## src/rtl/sequential_alu_pkg.sv

```systemverilog
// rtl/sequential_alu_pkg.sv - shared op codes, FSM states and range helpers for the sequential ALU
package sequential_alu_pkg;

    localparam logic [2:0] OP_ADD = 3'd0;
    localparam logic [2:0] OP_SUB = 3'd1;
    localparam logic [2:0] OP_MUL = 3'd2;
    localparam logic [2:0] OP_DIV = 3'd3;
    localparam logic [2:0] OP_REM = 3'd4;

    // Engine mode select for the iterative core
    localparam logic MODE_MUL = 1'b0;
    localparam logic MODE_DIV = 1'b1;

    typedef enum logic [1:0] {
        ST_IDLE = 2'd0,
        ST_BUSY = 2'd1,
        ST_FIX  = 2'd2,
        ST_DONE = 2'd3
    } state_e;

    // Largest positive two's-complement value of the given width
    function automatic logic [63:0] max_of(input int w);
        return (64'd1 << (w - 1)) - 64'd1;
    endfunction

    // Bit pattern of the most negative two's-complement value of the given width
    function automatic logic [63:0] min_of(input int w);
        return 64'd1 << (w - 1);
    endfunction

endpackage

```

## src/rtl/seq_muldiv_core.sv

```systemverilog
// rtl/seq_muldiv_core.sv - unsigned one-bit-per-cycle shift-add multiplier / restoring divider
module seq_muldiv_core
    import sequential_alu_pkg::*;
#(
    parameter int DATA_WIDTH = 8
) (
    input  logic                      clk_i,
    input  logic                      rst_ni,
    input  logic                      start_i,
    input  logic                      mode_i,
    input  logic [DATA_WIDTH-1:0]     a_i,
    input  logic [DATA_WIDTH-1:0]     b_i,
    output logic                      done_o,
    output logic [2*DATA_WIDTH-1:0]   prod_o,
    output logic [DATA_WIDTH-1:0]     quot_o,
    output logic [DATA_WIDTH-1:0]     rem_o
);

    localparam int W  = DATA_WIDTH;
    localparam int CW = $clog2(DATA_WIDTH);
    localparam logic [CW-1:0] LAST = CW'(DATA_WIDTH - 1);

    // p_q holds {accumulator, multiplier} for MUL and {partial remainder, quotient} for DIV
    logic [2*W-1:0] p_q;
    logic [W-1:0]   m_q;
    logic [CW-1:0]  cnt_q;
    logic           mode_q;
    logic           busy_q;

    logic [W:0]     mul_sum;
    logic [W:0]     div_shift;
    logic [W:0]     div_diff;
    logic [2*W-1:0] step_d;

    // One iteration of either algorithm, selected by the latched mode
    always_comb begin
        mul_sum   = {1'b0, p_q[2*W-1:W]} + (p_q[0] ? {1'b0, m_q} : '0);
        div_shift = {p_q[2*W-1:W], p_q[W-1]};
        div_diff  = div_shift - {1'b0, m_q};
        if (mode_q == MODE_MUL) begin
            step_d = {mul_sum, p_q[W-1:1]};
        end else if (div_shift >= {1'b0, m_q}) begin
            step_d = {div_diff[W-1:0], p_q[W-2:0], 1'b1};
        end else begin
            step_d = {div_shift[W-1:0], p_q[W-2:0], 1'b0};
        end
    end

    // Load operands on start, then iterate DATA_WIDTH times
    always_ff @(posedge clk_i or negedge rst_ni) begin
        if (!rst_ni) begin
            p_q    <= '0;
            m_q    <= '0;
            cnt_q  <= '0;
            mode_q <= MODE_MUL;
            busy_q <= 1'b0;
        end else if (start_i) begin
            p_q    <= (mode_i == MODE_MUL) ? {{W{1'b0}}, b_i} : {{W{1'b0}}, a_i};
            m_q    <= (mode_i == MODE_MUL) ? a_i : b_i;
            cnt_q  <= '0;
            mode_q <= mode_i;
            busy_q <= 1'b1;
        end else if (busy_q) begin
            p_q   <= step_d;
            cnt_q <= cnt_q + CW'(1);
            if (cnt_q == LAST) begin
                busy_q <= 1'b0;
            end
        end
    end

    // High during the cycle whose closing edge performs the final iteration
    assign done_o = busy_q && (cnt_q == LAST);
    assign prod_o = p_q;
    assign quot_o = p_q[W-1:0];
    assign rem_o  = p_q[2*W-1:W];

endmodule

```

## src/rtl/sequential_alu_hs.sv

```systemverilog
// rtl/sequential_alu_hs.sv - handshaked signed ALU; SEQUENTIAL_ALU_HS_SAT_EN selects saturating overflow results
module sequential_alu_hs
    import sequential_alu_pkg::*;
#(
    parameter int DATA_WIDTH = 8
) (
    input  logic                  i_clk,
    input  logic                  i_nrst,
    input  logic                  i_valid,
    output logic                  o_ready,
    input  logic [2:0]            i_op,
    input  logic [DATA_WIDTH-1:0] i_a,
    input  logic [DATA_WIDTH-1:0] i_b,
    output logic                  o_valid,
    input  logic                  i_ready,
    output logic [DATA_WIDTH-1:0] o_q,
    output logic                  o_ovf,
    output logic                  o_zero,
    output logic                  o_dbz
);

    localparam int W = DATA_WIDTH;
    localparam logic [W-1:0] MAX_V = W'(max_of(W));
    localparam logic [W-1:0] MIN_V = W'(min_of(W));
`ifdef SEQUENTIAL_ALU_HS_SAT_EN
    localparam bit SAT_EN = 1'b1;
`else
    localparam bit SAT_EN = 1'b0;
`endif

    state_e         state_q;
    logic [2:0]     op_q;
    logic           sa_q, sb_q, a_min_q, b_m1_q, b_zero_q;
    logic           ready_q, valid_q, ovf_q, zero_q, dbz_q;
    logic [W-1:0]   q_q;

    logic           accept, is_muldiv;
    logic [W-1:0]   mag_a, mag_b;
    logic           core_done;
    logic [2*W-1:0] core_prod;
    logic [W-1:0]   core_quot, core_rem;

    logic [W:0]     as_sum;
    logic [W-1:0]   imm_q_d;
    logic           imm_ovf_d;

    logic           neg;
    logic [2*W-1:0] prod_s;
    logic [W-1:0]   fix_q_d, sat_v;
    logic           fix_ovf_d, fix_dbz_d;

    assign accept    = i_valid && ready_q;
    assign is_muldiv = (i_op == OP_MUL) || (i_op == OP_DIV) || (i_op == OP_REM);
    assign mag_a     = i_a[W-1] ? -i_a : i_a;
    assign mag_b     = i_b[W-1] ? -i_b : i_b;

    seq_muldiv_core #(.DATA_WIDTH(W)) u_core (
        .clk_i   (i_clk),
        .rst_ni  (i_nrst),
        .start_i (accept && is_muldiv),
        .mode_i  ((i_op == OP_MUL) ? MODE_MUL : MODE_DIV),
        .a_i     (mag_a),
        .b_i     (mag_b),
        .done_o  (core_done),
        .prod_o  (core_prod),
        .quot_o  (core_quot),
        .rem_o   (core_rem)
    );

    // Single-cycle ADD/SUB and reserved-op results, evaluated from the live request
    always_comb begin
        if (i_op == OP_SUB) begin
            as_sum = {i_a[W-1], i_a} - {i_b[W-1], i_b};
        end else begin
            as_sum = {i_a[W-1], i_a} + {i_b[W-1], i_b};
        end
        imm_q_d   = as_sum[W-1:0];
        imm_ovf_d = as_sum[W] ^ as_sum[W-1];
        if (SAT_EN && imm_ovf_d) begin
            imm_q_d = as_sum[W] ? MIN_V : MAX_V;
        end
        if ((i_op != OP_ADD) && (i_op != OP_SUB)) begin
            imm_q_d   = '0;
            imm_ovf_d = 1'b1;
        end
    end

    // Sign restoration and overflow judgement applied to the unsigned core results
    always_comb begin
        neg       = sa_q ^ sb_q;
        prod_s    = neg ? -core_prod : core_prod;
        fix_q_d   = '0;
        fix_ovf_d = 1'b0;
        fix_dbz_d = 1'b0;
        sat_v     = MAX_V;
        case (op_q)
            OP_MUL: begin
                fix_q_d   = prod_s[W-1:0];
                fix_ovf_d = neg ? (core_prod > {{W{1'b0}}, MIN_V})
                                : (core_prod > {{W{1'b0}}, MAX_V});
                sat_v     = neg ? MIN_V : MAX_V;
            end
            OP_DIV, OP_REM: begin
                if (b_zero_q) begin
                    fix_ovf_d = 1'b1;
                    fix_dbz_d = 1'b1;
                    sat_v     = sa_q ? MIN_V : MAX_V;
                end else if (op_q == OP_DIV) begin
                    fix_q_d   = neg ? -core_quot : core_quot;
                    fix_ovf_d = a_min_q && b_m1_q;
                end else begin
                    fix_q_d   = sa_q ? -core_rem : core_rem;
                end
            end
            default: begin
                fix_q_d = '0;
            end
        endcase
        if (SAT_EN && fix_ovf_d) begin
            fix_q_d = sat_v;
        end
    end

    // Handshake FSM with registered result and flag outputs
    always_ff @(posedge i_clk or negedge i_nrst) begin
        if (!i_nrst) begin
            state_q  <= ST_IDLE;
            ready_q  <= 1'b1;
            valid_q  <= 1'b0;
            q_q      <= '0;
            ovf_q    <= 1'b0;
            zero_q   <= 1'b0;
            dbz_q    <= 1'b0;
            op_q     <= OP_ADD;
            sa_q     <= 1'b0;
            sb_q     <= 1'b0;
            a_min_q  <= 1'b0;
            b_m1_q   <= 1'b0;
            b_zero_q <= 1'b0;
        end else begin
            case (state_q)
                ST_IDLE: begin
                    if (accept) begin
                        op_q     <= i_op;
                        sa_q     <= i_a[W-1];
                        sb_q     <= i_b[W-1];
                        a_min_q  <= (i_a == MIN_V);
                        b_m1_q   <= (i_b == '1);
                        b_zero_q <= (i_b == '0);
                        ready_q  <= 1'b0;
                        if (is_muldiv) begin
                            state_q <= ST_BUSY;
                        end else begin
                            state_q <= ST_DONE;
                            valid_q <= 1'b1;
                            q_q     <= imm_q_d;
                            ovf_q   <= imm_ovf_d;
                            zero_q  <= (imm_q_d == '0);
                            dbz_q   <= 1'b0;
                        end
                    end
                end
                ST_BUSY: begin
                    if (core_done) begin
                        state_q <= ST_FIX;
                    end
                end
                ST_FIX: begin
                    state_q <= ST_DONE;
                    valid_q <= 1'b1;
                    q_q     <= fix_q_d;
                    ovf_q   <= fix_ovf_d;
                    zero_q  <= (fix_q_d == '0);
                    dbz_q   <= fix_dbz_d;
                end
                ST_DONE: begin
                    if (i_ready) begin
                        state_q <= ST_IDLE;
                        valid_q <= 1'b0;
                        ready_q <= 1'b1;
                    end
                end
                default: begin
                    state_q <= ST_IDLE;
                end
            endcase
        end
    end

    assign o_ready = ready_q;
    assign o_valid = valid_q;
    assign o_q     = q_q;
    assign o_ovf   = ovf_q;
    assign o_zero  = zero_q;
    assign o_dbz   = dbz_q;

endmodule

```

## config.mk

```make
export PLATFORM = sky130hd
export DESIGN_NAME = sequential_alu_hs
export DESIGN_NICKNAME = d
export VERILOG_FILES = /design/src/rtl/sequential_alu_pkg.sv /design/src/rtl/seq_muldiv_core.sv /design/src/rtl/sequential_alu_hs.sv
export SDC_FILE = /design/constraint.sdc
export NUM_CORES = 1
export LEC_CHECK = 0
export BUFFER_PORTS_ARGS = -buffer_cell sky130_fd_sc_hd__buf_2
export CORE_ASPECT_RATIO = 0.9
export CORE_UTILIZATION = 35
export DETAILED_ROUTE_END_ITERATION = 8
export RECOVER_POWER = 100
export SYNTH_ARGS = -nofsm -noshare
export SYNTH_HDL_FRONTEND = slang
export SYNTH_SLANG_ARGS = --single-unit
export TNS_END_PERCENT = 100
```

## constraint.sdc

```tcl
create_clock -name i_clk -period 3.72 [get_ports i_clk]
set_clock_uncertainty 0.2 [all_clocks]
set_input_delay 0.558 -clock i_clk [delete_from_list [all_inputs] [get_ports i_clk]]
set_output_delay 0.558 -clock i_clk [all_outputs]
set_load 0.005 [all_outputs]
```

==> impl_metrics.py, run 1 <==
metrics = {
    "run_status": {
        "status": "complete, but fails checks",
        "failed_checks": "max-capacitance violations, max-slew violations",
    },
    "sta": {
        "period_share_pct": 88.8,
        "min_period_ns": 3.30,
        "hold_viol_final": 0,
        "worst-slew-pin-transition_ns": 2.37,
        "fmax_mhz": 303,
        "maxSlewHeadroom_pct": -58.2,
        "setup_tns_ns": 0,
        "setup_viol": 0,
        "rsz0062_at_grt": "false",
        "slew_viol_final": 42,
    },
    "synth": {
        "ys_warn_count": 0,
        "yosys.area_share.simple_pct": 18.2,
        "synth-compound-area-share_pct": 24.0,
        "synthArstFlopShare_pct": 100,
        "synth-adder-area-share_pct": 11.6,
        "syn_area_um2": 4640,
        "synth_top_family_by_area": "compound AO/OA/AOI/OAI gates",
        "synth_edf_count": 0,
        "synthesis.nets": 640,
        "synth_xor_area_share_pct": 9.20,
        "ys_ff_latch": 52,
        "yosysSeqAreaShare_pct": 28.1,
        "synth_area_per_cell_um2": 8.05,
        "ys.flop_type": "dfrtp_1",
        "synthMuxAreaShare_pct": 4.43,
        "synth.distinct_cells": 59,
        "synthCells": 576,
    },
    "setup_path": {
        "cp_slowest_cell": "or3b_1",
        "worst-setup-path-type": "in2reg",
        "crit_path_max_fanout": 6,
        "worst_setup_path_start_kind": "input pin",
        "worst_ep_arrival_time_ns": 3.32,
        "path_cells": "clkbuf_1, inv_1, ha_1, or3b_1, o31ai_1, xor2_1, ha_1, a21oi_1, o21ai_0, a41oi_1, clkbuf_1, xnor2_2, xnor2_1, a22oi_1",
        "end_kind": "register",
        "cp.required_ns": 3.74,
        "max_stage_delay_ns": 0.42,
    },
    "detailed_routing": {
        "vias": 4327,
        "routedWlPerCell_um": 17.2,
        "drt_iter0_markers": 274,
        "viasPerCell": 5.63,
        "routed_wl_um": 13200,
        "route.detailed.drc": 0,
        "ant_nets": 0,
        "dr.pass1.iters": 5,
    },
    "die": {
        "ios": 36,
        "start_util_pct": 36.3,
        "die-area_um2": 13700,
        "die_h_um": 111,
        "die_w_um": 123,
        "fp-row-count": 39,
        "coreArea_um2": 12800,
    },
    "final_layout": {
        "fin_cells": 768,
        "drive_gt1_share_pct": 8.94,
        "diodes": 0,
        "final_nets": 667,
        "final_cell_mix": "nand2_1, nor2_1, dfrtp_1",
        "final_common_cell": "nand2_1",
        "area_delta_synth_final_pct": 10.3,
        "final_cell_area_um2": 5110,
    },
    "clock_network": {
        "post_cts_resize_count": 0,
        "holdBufCountCts": 0,
        "cts_made_buffers": 5,
        "root_buffer": "clkbuf_16",
        "clkTransAtPathRegs_ns": 0.07,
        "postCtsSetupBuffers": 0,
        "clock_latency_ns": 0.31,
        "cts.path.max_buffers": 2,
        "h-tree-depth": 2,
        "cts_tree": "built",
        "cts_sinks": 52,
    },
    "place": {
        "globalplace.congestion": 0.881,
        "post-dp-hpwl_um": 10400,
        "placed_cell_area_um2": 5000,
        "portBuffers": 35,
        "dp_cells": 760,
    },
    "run": {
        "maxCapViolCount": 1,
    },
    "power_and_ir_drop": {
        "power.leakage_nw": 2.19,
        "vdd_drop_max_mv": 0.167,
        "power_density_nw_per_um2": 258,
    },
    "global_routing": {
        "grt_pass1_wl_um": 21200,
        "grt.overflow.total": 0,
        "grt_max_degree": 42,
        "antenna_found_initial": 0,
        "grt_pass1_vias": 4033,
        "grt_util_all_layers_pct": 20.0,
    },
    "hold_path": {
        "hold_class": "reg2reg",
    },
}
## cell usage after synthesis, drive strengths merged (3+ instances only)
library cell	count	area share (%)
inv	27	2.2
o21ai	46	5.0
o2111ai	3	0.57
nor2b	8	1.1
mux2i	16	3.5
a211oi	4	0.65
and2	3	0.40
or3b	3	0.62
dfrtp	51	28
a21oi	49	5.4
nor2	57	4.6
nand4	3	0.40
buf	4	0.49
o21a	4	0.65
nor3	21	2.3
mux2	4	0.97
nor4	3	0.40
fa	3	1.3
a21o	7	1.1
o31ai	12	1.9
a22o	3	0.57
nand3	5	0.54
nand2	62	5.0
xor2	17	3.2
nand2b	7	0.94
or3	3	0.40
a22oi	9	1.5
xnor2	30	6.0
a31oi	6	0.94
ha	38	10
clkbuf	22	1.8
o22ai	19	2.6
## where the power goes
part           total [mW]  switching (mW)  internal [mW]
Clock               0.511           0.237          0.274
Sequential          0.565               0          0.565
Combinational       0.244           0.152         0.0922
## layout make-up
type	count	area, um2
Inverter	27	101
Sequential cell	52	1300
Clock buffer	6	139
Clock inverter	2	17.5
Multi-Input combinational cell	471	3120
Fill cell	1338	7670
Timing Repair Buffer	46	224
Tap cell	164	205
## sequential cells by signal, indices dropped and copies added (netlist names)
signal and count:
o_ovf 1, a_min_q 1, u_core.m_q 8, u_core.prod_o 16
o_dbz 1, o_ready 1, sa_q 1, o_q 8
op_q 3, u_core.mode_q 1, u_core.busy_q 1, sb_q 1
o_zero 1, o_valid 1, u_core.cnt_q 3, b_zero_q 1
state_q 2, b_m1_q 1
## metrics by stage
step	util, %	worst slack (ns)	total power, mW	hold slack, ns
after floorplan	-	0.488	0.736	0.0624
after global placement	39.1	0.236	0.815	0.265
after detailed placement	39.1	0.212	0.820	0.266
after CTS	40.3	0.530	1.33	0.255
after global routing	40.0	0.170	1.38	0.302
final	40.0	0.417	1.32	0.277
## critical path, delay by kind of cell
kind,cells,cell delay (ns)
AO/OA/AOI/OAI,5,1.00
buffers and inverters,3,0.47
adder cells (fa/ha/maj),2,0.45
XOR/XNOR,3,0.42
AND/OR/NAND/NOR,1,0.42
## path summary, 6_finish.rpt
check,startpoint,end,slack (ns),cells past startpoint
setup reg to reg,u_core.m_q[1],u_core.prod_o[11],0.60,9
max in group asynchronous,i_nrst,o_q[4],1.09,2
hold reg to reg,o_q[0],o_q[0],0.28,2
setup / recovery,i_b[0],o_ovf,0.42,14
hold / removal,o_q[0],o_q[0],0.28,2
min in group asynchronous,i_nrst,u_core.cnt_q[0],0.77,1
## routing by layer
metal	up-vias	share of wire [%]	track usage, %
met3	13	5.1	2.62
met4	0	1.2	4.02
met5	-	0	0
met2	123	44	29.5
met1	2066	50	30.6
li1	2125	-	-
## cells by family (layout without fill, tap and decap cells)
logic type,Yosys count,count (layout)
and+or+nand+nor,184,184
AOI/OAI and AO/OA,179,179
buffers and inverters,53,81
DFF,52,52
xor gates and xnor gates,47,47
adders and majority gates,41,41
muxes,20,20
No activity file was read; power rests on OpenSTA's default activity.
==> run 2: changes to the inputs <==
--- a/config.mk
+++ b/config.mk
@@ -7,9 +7,12 @@
 export LEC_CHECK = 0
 export BUFFER_PORTS_ARGS = -buffer_cell sky130_fd_sc_hd__buf_2
 export CORE_ASPECT_RATIO = 0.9
-export CORE_UTILIZATION = 35
+export CORE_UTILIZATION = 50
+export CTS_CLUSTER_SIZE = 12
 export DETAILED_ROUTE_END_ITERATION = 8
+export PLACE_DENSITY = 0.68
 export RECOVER_POWER = 100
+export SKIP_CTS_REPAIR_TIMING = 1
 export SYNTH_ARGS = -nofsm -noshare
 export SYNTH_HDL_FRONTEND = slang
 export SYNTH_SLANG_ARGS = --single-unit
==> run 2 against run 1 <==
- the run still ends with max-capacitance violations, max-slew violations left
- power fell by 13%
- cell count fell by 5.9%
- wire length fell by 5.1%
- register-to-register slack got worse by 0.13 ns
- sequential cell count did not move
- largest power group unchanged
==> impl_metrics.py, run 2 (synthesis gave the netlist of run 1 again) <==
metrics = {
    "clock_network": {
        "cts_tree": "built",
        "h-tree-depth": 2,
        "clkTransAtPathRegs_ns": 0.10,
        "root_buffer": "clkbuf_8",
        "clock_latency_ns": 0.31,
        "cts.path.max_buffers": 2,
        "cts_sinks": 52,
        "cts_made_buffers": 5,
    },
    "final_layout": {
        "fillers": 850,
        "final_common_cell": "nand2_1",
        "drive_gt1_share_pct": 8.61,
        "final_nets": 667,
        "area_delta_synth_final_pct": 7.56,
        "multi_input_area_um2": 3120,
        "utilization_pct": 56.9,
        "final_cell_mix": "nand2_1, nor2_1, dfrtp_1",
        "diodes": 0,
        "final_cell_area_um2": 4990,
        "largest_reg_flops": 16,
        "seqCellArea_um2": 1300,
        "fin_cells": 723,
    },
    "sta": {
        "setup_tns_ns": 0,
        "rsz0062_at_grt": "false",
        "hold_viol_final": 0,
        "worst-slew-pin-transition_ns": 1.66,
        "setup_viol": 0,
        "finalHoldWorstSlack_ns": 0.287,
        "min_period_ns": 3.25,
        "fmax_mhz": 308,
        "slew_viol_final": 30,
        "worst_slack_ns": 0.469,
        "period_share_pct": 87.4,
        "maxSlewHeadroom_pct": -10.7,
    },
    "power_and_ir_drop": {
        "power_density_nw_per_um2": 230,
        "internal_power_uw": 792,
        "power.leakage_nw": 2.16,
        "vdd_drop_max_mv": 0.136,
        "seqPwrFrac_pct": 49.3,
        "p_total_mw": 1.15,
        "combPwrFrac_pct": 21.2,
        "switchingPower_uw": 354,
        "p_sw_share_pct": 30.9,
        "p_clk_share_pct": 29.5,
    },
    "detailed_routing": {
        "routed_wl_um": 12500,
        "ant_nets": 0,
        "routedWlPerCell_um": 17.3,
        "viasPerCell": 6.06,
        "drt_iter0_markers": 325,
        "route.detailed.drc": 0,
        "dr.pass1.iters": 5,
        "vias": 4378,
    },
    "global_routing": {
        "grt_util_all_layers_pct": 28.4,
        "antenna_found_initial": 0,
        "grt.overflow.total": 0,
        "grt_pass1_wl_um": 21000,
        "grt_max_degree": 30,
        "grt_pass1_vias": 4143,
    },
    "place": {
        "post-dp-hpwl_um": 9850,
        "dpl_worst_slack_ns": 0.271,
        "portBuffers": 35,
        "placed_cell_area_um2": 4940,
        "globalplace.congestion": 0.932,
        "dp_cells": 715,
    },
    "die": {
        "coreArea_um2": 8770,
        "ios": 36,
        "die_w_um": 103,
        "start_util_pct": 52.9,
        "die_h_um": 93.3,
        "die-area_um2": 9660,
        "fp-row-count": 32,
    },
    "run": {
        "maxCapViolCount": 1,
    },
    "run_status": {
        "status": "complete, but fails checks",
        "failed_checks": "max-capacitance violations, max-slew violations",
    },
    "setup_path": {
        "cp.required_ns": 3.68,
        "end_kind": "register",
        "max_stage_delay_ns": 0.54,
        "worst_setup_path_start_kind": "register",
        "crit_path_max_fanout": 13,
        "cp_slowest_cell": "or4b_1",
        "path_cells": "inv_1, ha_1, nor2b_1, o31a_1, or4b_1, a31oi_2, clkbuf_1, nand2_1, o2111ai_1, o311ai_0",
        "worst_ep_arrival_time_ns": 3.21,
        "worst-setup-path-type": "reg2reg",
    },
    "hold_path": {
        "hold_class": "reg2reg",
    },
}
## run 2: changes by cell type in the layout (fill, tap and decap cells not counted)
cell	before	now
clkbuf_8	1	5
inv_6	2	0
buf_4	5	4
clkinvlp_4	0	1
clkbuf_1	15	17
clkinv_4	0	1
clkbuf_16	5	0
## run 2: worst max-delay path: cells and delay by family (launching register included)
kind            cells  cell delay, ns
fa+ha+maj           1            0.28
buf+inv             2            0.70
simple gates        3            0.79
flops               1            0.37
compound gates      4            0.73
## run 2: final cells by class
type / instances / area share [%]
multi-input cells: 471 / 62.7
flip-flops and latches: 52 / 26.1
repair buffers: 46 / 4.42
well taps: 119 / 2.99
inverters: 27 / 2.03
clock buffers: 6 / 1.46
clock inverters: 2 / 0.326
## run 2: power groups by stage
stage,clock (mW),combinational (mW),sequential (mW)
floorplan,0,0.159,0.576
global placement,0,0.239,0.576
detailed placement,0,0.242,0.576
CTS,0.347,0.244,0.565
global route,0.370,0.274,0.565
finish,0.339,0.243,0.565
## run 2: worst paths after layout
kind | startpoint | endpoint | slack (ns) | cells past startpoint
worst min-delay path | o_q[0] | o_q[0] | 0.29 | 2
worst min register to register | o_q[0] | o_q[0] | 0.29 | 2
max in group asynchronous | i_nrst | u_core.prod_o[1] | 0.93 | 2
min in group asynchronous | i_nrst | o_q[1] | 0.45 | 1
worst max-delay path | u_core.m_q[1] | u_core.prod_o[0] | 0.47 | 10
worst max register to register | u_core.m_q[1] | u_core.prod_o[0] | 0.47 | 10
## run 2: routing by layer
metal / up-vias / GRT usage, % / routed length [um]
li1: 2121 / - / -
met4: 0 / 6.92 / 218
met1: 2071 / 41.0 / 5930
met2: 162 / 42.7 / 5470
met5: - / 0 / 0
met3: 24 / 6.50 / 900
